$ cat config.mk
export PLATFORM = sky130hd
export DESIGN_NAME = ifetch_unit
export DESIGN_NICKNAME = d
export VERILOG_FILES = /design/src/rtl/ifetch_pkg.sv /design/src/rtl/ifetch_unit_queue.sv /design/src/rtl/ifetch_unit.sv
export SDC_FILE = /design/constraint.sdc
export NUM_CORES = 1
export LEC_CHECK = 0
export BUFFER_PORTS_ARGS = -buffer_cell sky130_fd_sc_hd__buf_2
export CAP_MARGIN = 10
export CORE_UTILIZATION = 54
export CTS_CLUSTER_SIZE = 40
export DETAILED_ROUTE_END_ITERATION = 10
export PLACE_DENSITY = 0.9
export SYNTH_ARGS = -nofsm -noshare
export SYNTH_HDL_FRONTEND = slang
export SYNTH_SLANG_ARGS = --single-unit
$ cat constraint.sdc
create_clock -name clk -period 5.7 [get_ports clk]
set_input_delay 0.57 -clock clk [delete_from_list [all_inputs] [get_ports clk]]
set_output_delay 0.57 -clock clk [all_outputs]
set_load 0.01 [all_outputs]
$ cat src/rtl/ifetch_pkg.sv
// Shared types and constants for the instruction fetch front end.
package ifetch_pkg;

  localparam logic [31:0] NOP_INSTR        = 32'h0000_0013;
  localparam logic [31:0] RESET_PC_DEFAULT = 32'h0000_0000;

  typedef struct packed {
    logic [31:0] pc;
    logic [31:0] word;
  } fetch_entry_t;

endpackage

$ cat src/rtl/ifetch_unit_queue.sv
// Circular prefetch buffer of {pc, word} entries with flush.
module fetch_queue
  import ifetch_pkg::*;
#(
  parameter int DEPTH = 2
) (
  input  logic         clk,
  input  logic         rst_n,
  input  logic         push,
  input  logic         pop,
  input  logic         flush,
  input  fetch_entry_t wr_entry,
  output fetch_entry_t head,
  output logic         full,
  output logic         empty
);

  localparam int PW = $clog2(DEPTH);
  localparam int CW = $clog2(DEPTH + 1);

  fetch_entry_t    mem [DEPTH];
  logic [PW-1:0]   rd_ptr;
  logic [PW-1:0]   wr_ptr;
  logic [CW-1:0]   count;

  assign full  = (count == CW'(DEPTH));
  assign empty = (count == '0);
  assign head  = mem[rd_ptr];

  always_ff @(posedge clk) begin
    if (!rst_n || flush) begin
      rd_ptr <= '0;
      wr_ptr <= '0;
      count  <= '0;
    end else begin
      if (push) wr_ptr <= wr_ptr + 1'b1;
      if (pop)  rd_ptr <= rd_ptr + 1'b1;
      case ({push, pop})
        2'b10:   count <= count + 1'b1;
        2'b01:   count <= count - 1'b1;
        default: count <= count;
      endcase
    end
  end

  // Storage carries data only; when full, a same-cycle pop frees the slot being written.
  always_ff @(posedge clk) begin
    if (push) mem[wr_ptr] <= wr_entry;
  end

endmodule

$ cat src/rtl/ifetch_unit.sv
// Fetch PC register, queue push/pop/redirect control and misalignment flag.
module ifetch_unit
  import ifetch_pkg::*;
#(
  parameter int          ADDR_W   = 14,
  parameter logic [31:0] RESET_PC = RESET_PC_DEFAULT,
  parameter int          DEPTH    = 2
) (
  input  logic              clk,
  input  logic              rst_n,
  output logic [ADDR_W-1:0] im_addr,
  input  logic [31:0]       im_dout,
  input  logic              redirect_valid,
  input  logic [31:0]       redirect_pc,
  output logic              instr_valid,
  output logic [31:0]       instr,
  output logic [31:0]       instr_pc,
  input  logic              instr_ready,
  output logic              misalign_err
);

  logic [31:0]  fetch_pc;
  logic         push;
  logic         pop;
  logic         q_full;
  logic         q_empty;
  fetch_entry_t wr_entry;
  fetch_entry_t head;

  assign im_addr     = fetch_pc[ADDR_W-1:0];
  assign instr_valid = !q_empty;
  assign pop         = instr_valid && instr_ready;
  assign push        = !redirect_valid && (!q_full || pop);
  assign wr_entry    = '{pc: fetch_pc, word: im_dout};

  // Empty head is masked so uninitialised storage never reaches decode.
  assign instr    = q_empty ? NOP_INSTR : head.word;
  assign instr_pc = q_empty ? 32'h0     : head.pc;

  fetch_queue #(
    .DEPTH (DEPTH)
  ) u_queue (
    .clk      (clk),
    .rst_n    (rst_n),
    .push     (push),
    .pop      (pop),
    .flush    (redirect_valid),
    .wr_entry (wr_entry),
    .head     (head),
    .full     (q_full),
    .empty    (q_empty)
  );

  always_ff @(posedge clk) begin
    if (!rst_n) begin
      fetch_pc     <= RESET_PC;
      misalign_err <= 1'b0;
    end else begin
      misalign_err <= redirect_valid && (redirect_pc[1:0] != 2'b00);
      if (redirect_valid)
        fetch_pc <= {redirect_pc[31:2], 2'b00};
      else if (push)
        fetch_pc <= fetch_pc + 32'd4;
    end
  end

endmodule

Word level (Yosys, flattened, before mapping)
Memory sizes are Yosys's and may differ from the RTL's. A register that Yosys moved wholly into a read port is not among the register bits. Cells that the tools add are included.

Mux-type cells: 9. Equal/unequal tests: 3. Reductions and logical operators: 14. Bitwise logic cells: 1. Add/sub/neg operators: 5.

Operators with widths (count): $mux W32 (4); $add A32 B3 Y32 const B (1); $reduce_bool A2 Y1 (3); $eq A2 B2 Y1 const B (2); $logic_not A1 Y1 (4); $mux W1 (4); $pmux W2 S2 (1); $logic_and A1 B1 Y1 (3); $add A1 B1 Y1 const B (2); $add A2 B1 Y2 const B (1); $eq A2 B1 Y1 const B (1); $logic_not A2 Y1 (1); $logic_or A1 B1 Y1 (2); $reduce_or A2 Y1 (1); $sub A2 B1 Y2 const B (1); $not A1 Y1 (1).

Register bits: 37. Memory bits (writable): 128. Word-level logic and storage cells: 39. Memories: 1. Bits of input ports: 68. Output and inout port bits: 80.

Memory list: u_queue.mem (words 2, width 64, rd ports 1, clocked after memory_dff 1, wr ports 1, RTL line ifetch_unit_queue.sv:21) `fetch_entry_t mem [DEPTH];`.

Longest topological paths before layout
Word-level depth: 7. Depth in mapped cells: 8. Gate-level depth less buffers: 7.

Hierarchy
A second synthesis with hierarchy kept.

Cell total of the unflattened synthesis: 511. Area, all modules: 7035.5 sq um.

Modules (own cells, without submodules): fetch_queue (area each 4825.9 sq um, instances 1, cells an instance 222); ifetch_unit (area each 2209.6 sq um, instances 1, cells an instance 289).

Worst setup path after synthesis
Ideal clock, no wire load.

Path kind: input -> register. Start: input port redirect_valid. End: memory u_queue.mem[0][0] (netlist name), enable pin. Setup slack: 1.356 ns. Cell stages on the path: 5. Setup time: 0.482 ns. Data required time: 5.218 ns. Buffers on the path: 2. Data arrival time: 3.861 ns. Cell sequence: clkbuf_1 > inv_1 > clkbuf_1 > nand2_1 > nor2_1.

Cells in the longest elaborated chain, start to end: 4.

Ends and longest elaborated chain: start: declaration (RTL line ifetch_unit.sv:13) `input logic redirect_valid,`; $logic_not A1 Y1 (RTL line ifetch_unit.sv:33) `assign push = !redirect_valid && (!q_full || pop);`; $logic_and A1 B1 Y1 (RTL line ifetch_unit.sv:33); $mux W1 (RTL line ifetch_unit_queue.sv:48) `if (push) mem[wr_ptr] <= wr_entry;`; $mux W1 (not written as such) (RTL line ifetch_unit_queue.sv:48); end: declaration (RTL line ifetch_unit_queue.sv:21).

Every way passes these cells.

==> impl_metrics.yaml <==
outcome:
  outcome: "complete, no violations"
die:
  start_util: 0.564
  die-area_um2: 13200
  fp.dieH_um: 115
  row_count: 40
  die_width_um: 115
  io_pins: 148
  core_area_um2: 12200
clock_network:
  clockBufferDepth: 2
  clk_pin_slew_worst_paths_ps: 60
  cts_setup_buffers: 0
  postCtsHoldBufs: 0
  cts_sinks: 160
  clockRootBuffer: "clkbuf_16"
  htreeDepth: 4
  clk-insertion-delay-late_ps: 420
  cts_tree: "built"
  cts_buffers: 17
  cts_resized: 0
min_path:
  hp-class: "in2reg"
  hp-start: "im_dout[31]"
yosys:
  synth_top_area_share: 0.541
  seq_area_frac_synth: 0.645
  synthFlopType: "edfxtp_1"
  ys_warn_count: 0
  synth_top_area_cell: "edfxtp_1"
  ys_async_sr_fraction: 0
  ys_ff_latch: 160
  netlist_area_um2: 6890
  ys_types: 48
  syn_inst: 547
  syn_area_per_cell_um2: 12.6
  yosys-top-cells-area: "edfxtp_1, dfxtp_1, mux2i_1"
  synth-edff-count: 124
flow_run:
  drv_cap: 0
global_route:
  grt_max_degree: 63
  grt_pass1_vias: 4508
  grt_pass1_wl_um: 22400
  grt_overflow_total: 0
  grtUsageTotal: 0.224
  antenna_found_initial: 0
detailed_routing:
  antenna_left: 0
  first_iter_violations: 561
  met1_length_um: 6150
  vias: 4871
  wirelength_um: 14600
  drt_first_pass_iters: 5
  drc: 0
  dr_wl_met2_um: 7110
  wl_per_cell_um: 17.3
  routed.top_layer: "met4"
  viasPerCell: 5.75
  met3_wirelength_um: 1150
power:
  power_density_nw_per_um2: 334
  power_mw: 2.75
  p_leak_nw: 3.04
  peakVddDrop_v: 0.000148
placement:
  gp_congestion: 0.817
  place.port_buffers: 143
  post-place-ws_ps: 2890
  hpwl_um: 9610
  dp.cells: 815
  placed_cell_area_um2: 7610
setup_path:
  r2r-end: "u_queue.mem[1][29]$_DFFE_PP_"
  worstRegToRegCells: 3
  path_max_fanout: 62
  arrival_ps: 2080
  critPathCapture: "instr_pc[31]"
  r2r_setup_slack_ps: 3070
  start_kind: "flip-flop"
  critPathKind: "reg2out"
  rr_startpoint: "u_queue.count[0]$_SDFFE_PP0P_"
  worst_ep_required_time_ps: 5130
  end_kind: "primary output"
timing:
  finalWorstSetupSlack_ps: 3050
  finClkSkew_ps: 8.27
  tightest_slew_ps: 1080
  max_freq_mhz: 378
  relSlewSlack: 0.278
  hold_violations: 0
  setup_viol: 0
  fin_crit_ps: 2650
  fin_setup_tns_ps: 0
  rsz0062_at_grt: "no"
  finalMaxSlewViolations: 0
  timing.final.crit_share: 0.464
  holdWs_ps: 346
final_layout:
  stdcell_count: 847
  final_util: 0.674
  area_growth_pct: 19.5
  fin_area_um2: 8230
  layout_commonest_cell: "buf_2"
  diodes: 0
  drive_gt1_frac: 0.274
  final_nets: 736
  final_cell_mix: "buf_2, edfxtp_1, nor2_1"
==> power by group <==
part / internal, mW / switching (mW)
combinational: 0.0847 / 0.124
clock: 0.729 / 0.442
sequential: 1.33 / 0.0460
==> state kept, by name (all words and copies together) (netlist names), named ones only <==
name / cells
fetch_pc: 30
misalign_err: 1
u_queue.count: 2
u_queue.mem: 124
u_queue.rd_ptr: 1
u_queue.wr_ptr: 1
==> metal layers <==
layer,global-route usage,up-vias
li1,-,2274
met1,0.294,2336
met2,0.367,240
met3,0.0517,21
met4,0.0771,0
met5,0,-
==> cell type report <==
cell class              instances  area [um^2]
clock inverters                15          193
flip-flops and latches        160         4450
repair buffers                148          753
fillers                       866         3980
well taps                     168          210
multi-input cells             336         2190
inverters                       3         11.3
clock buffers                  17          425
==> worst min-delay path by stage <==
| stage | slack (ps) | endpoint | depth (start not counted) |
|---|---|---|---|
| 3_5_place_dp | 490 | u_queue.mem[0][59]$_DFFE_PP_ | 0 |
| 5_1_grt | 330 | u_queue.mem[1][14]$_DFFE_PP_ | 1 |
| 4_1_cts | 330 | u_queue.mem[0][0]$_DFFE_PP_ | 1 |
| 2_1_floorplan | 440 | u_queue.mem[0][63]$_DFFE_PP_ | 0 |
| 3_3_place_gp | 470 | u_queue.mem[0][59]$_DFFE_PP_ | 0 |
| 6_report | 350 | u_queue.mem[0][31]$_DFFE_PP_ | 1 |
==> logic make-up after synthesis <==
family	after synthesis	synth area share
compound gates	72	0.0672
xor+xnor	11	0.0140
fa+ha+maj	2	0.00363
buf+inv	54	0.0407
flops	160	0.645
mux	62	0.0901
other cells	1	0.000544
simple gates	185	0.139
==> synthesized netlist by cell type, types with 4 or more instances <==
cell type,number
and3_1,11
clkbuf_1,20
nand2_1,20
nand4_1,10
and2_1,7
mux2i_1,62
a21oi_1,6
nand3_1,21
a31oi_1,11
dfxtp_1,36
buf_1,8
o31ai_1,9
edfxtp_1,124
a32oi_1,4
nor2_1,71
buf_2,4
nor3b_1,4
xnor2_1,6
nor3_1,6
xor2_1,5
or3_1,6
and4_1,4
o21ai_0,29
nor4b_1,4
or4_1,10
buf_4,17
==> worst max-delay path, stage by stage, from the launching register on <==
cell and delay [ps]:
dfxtp_4 1060, mux2i_1 330, nor2_1 80, buf_2 170
Power figures use the tool's default switching activity.
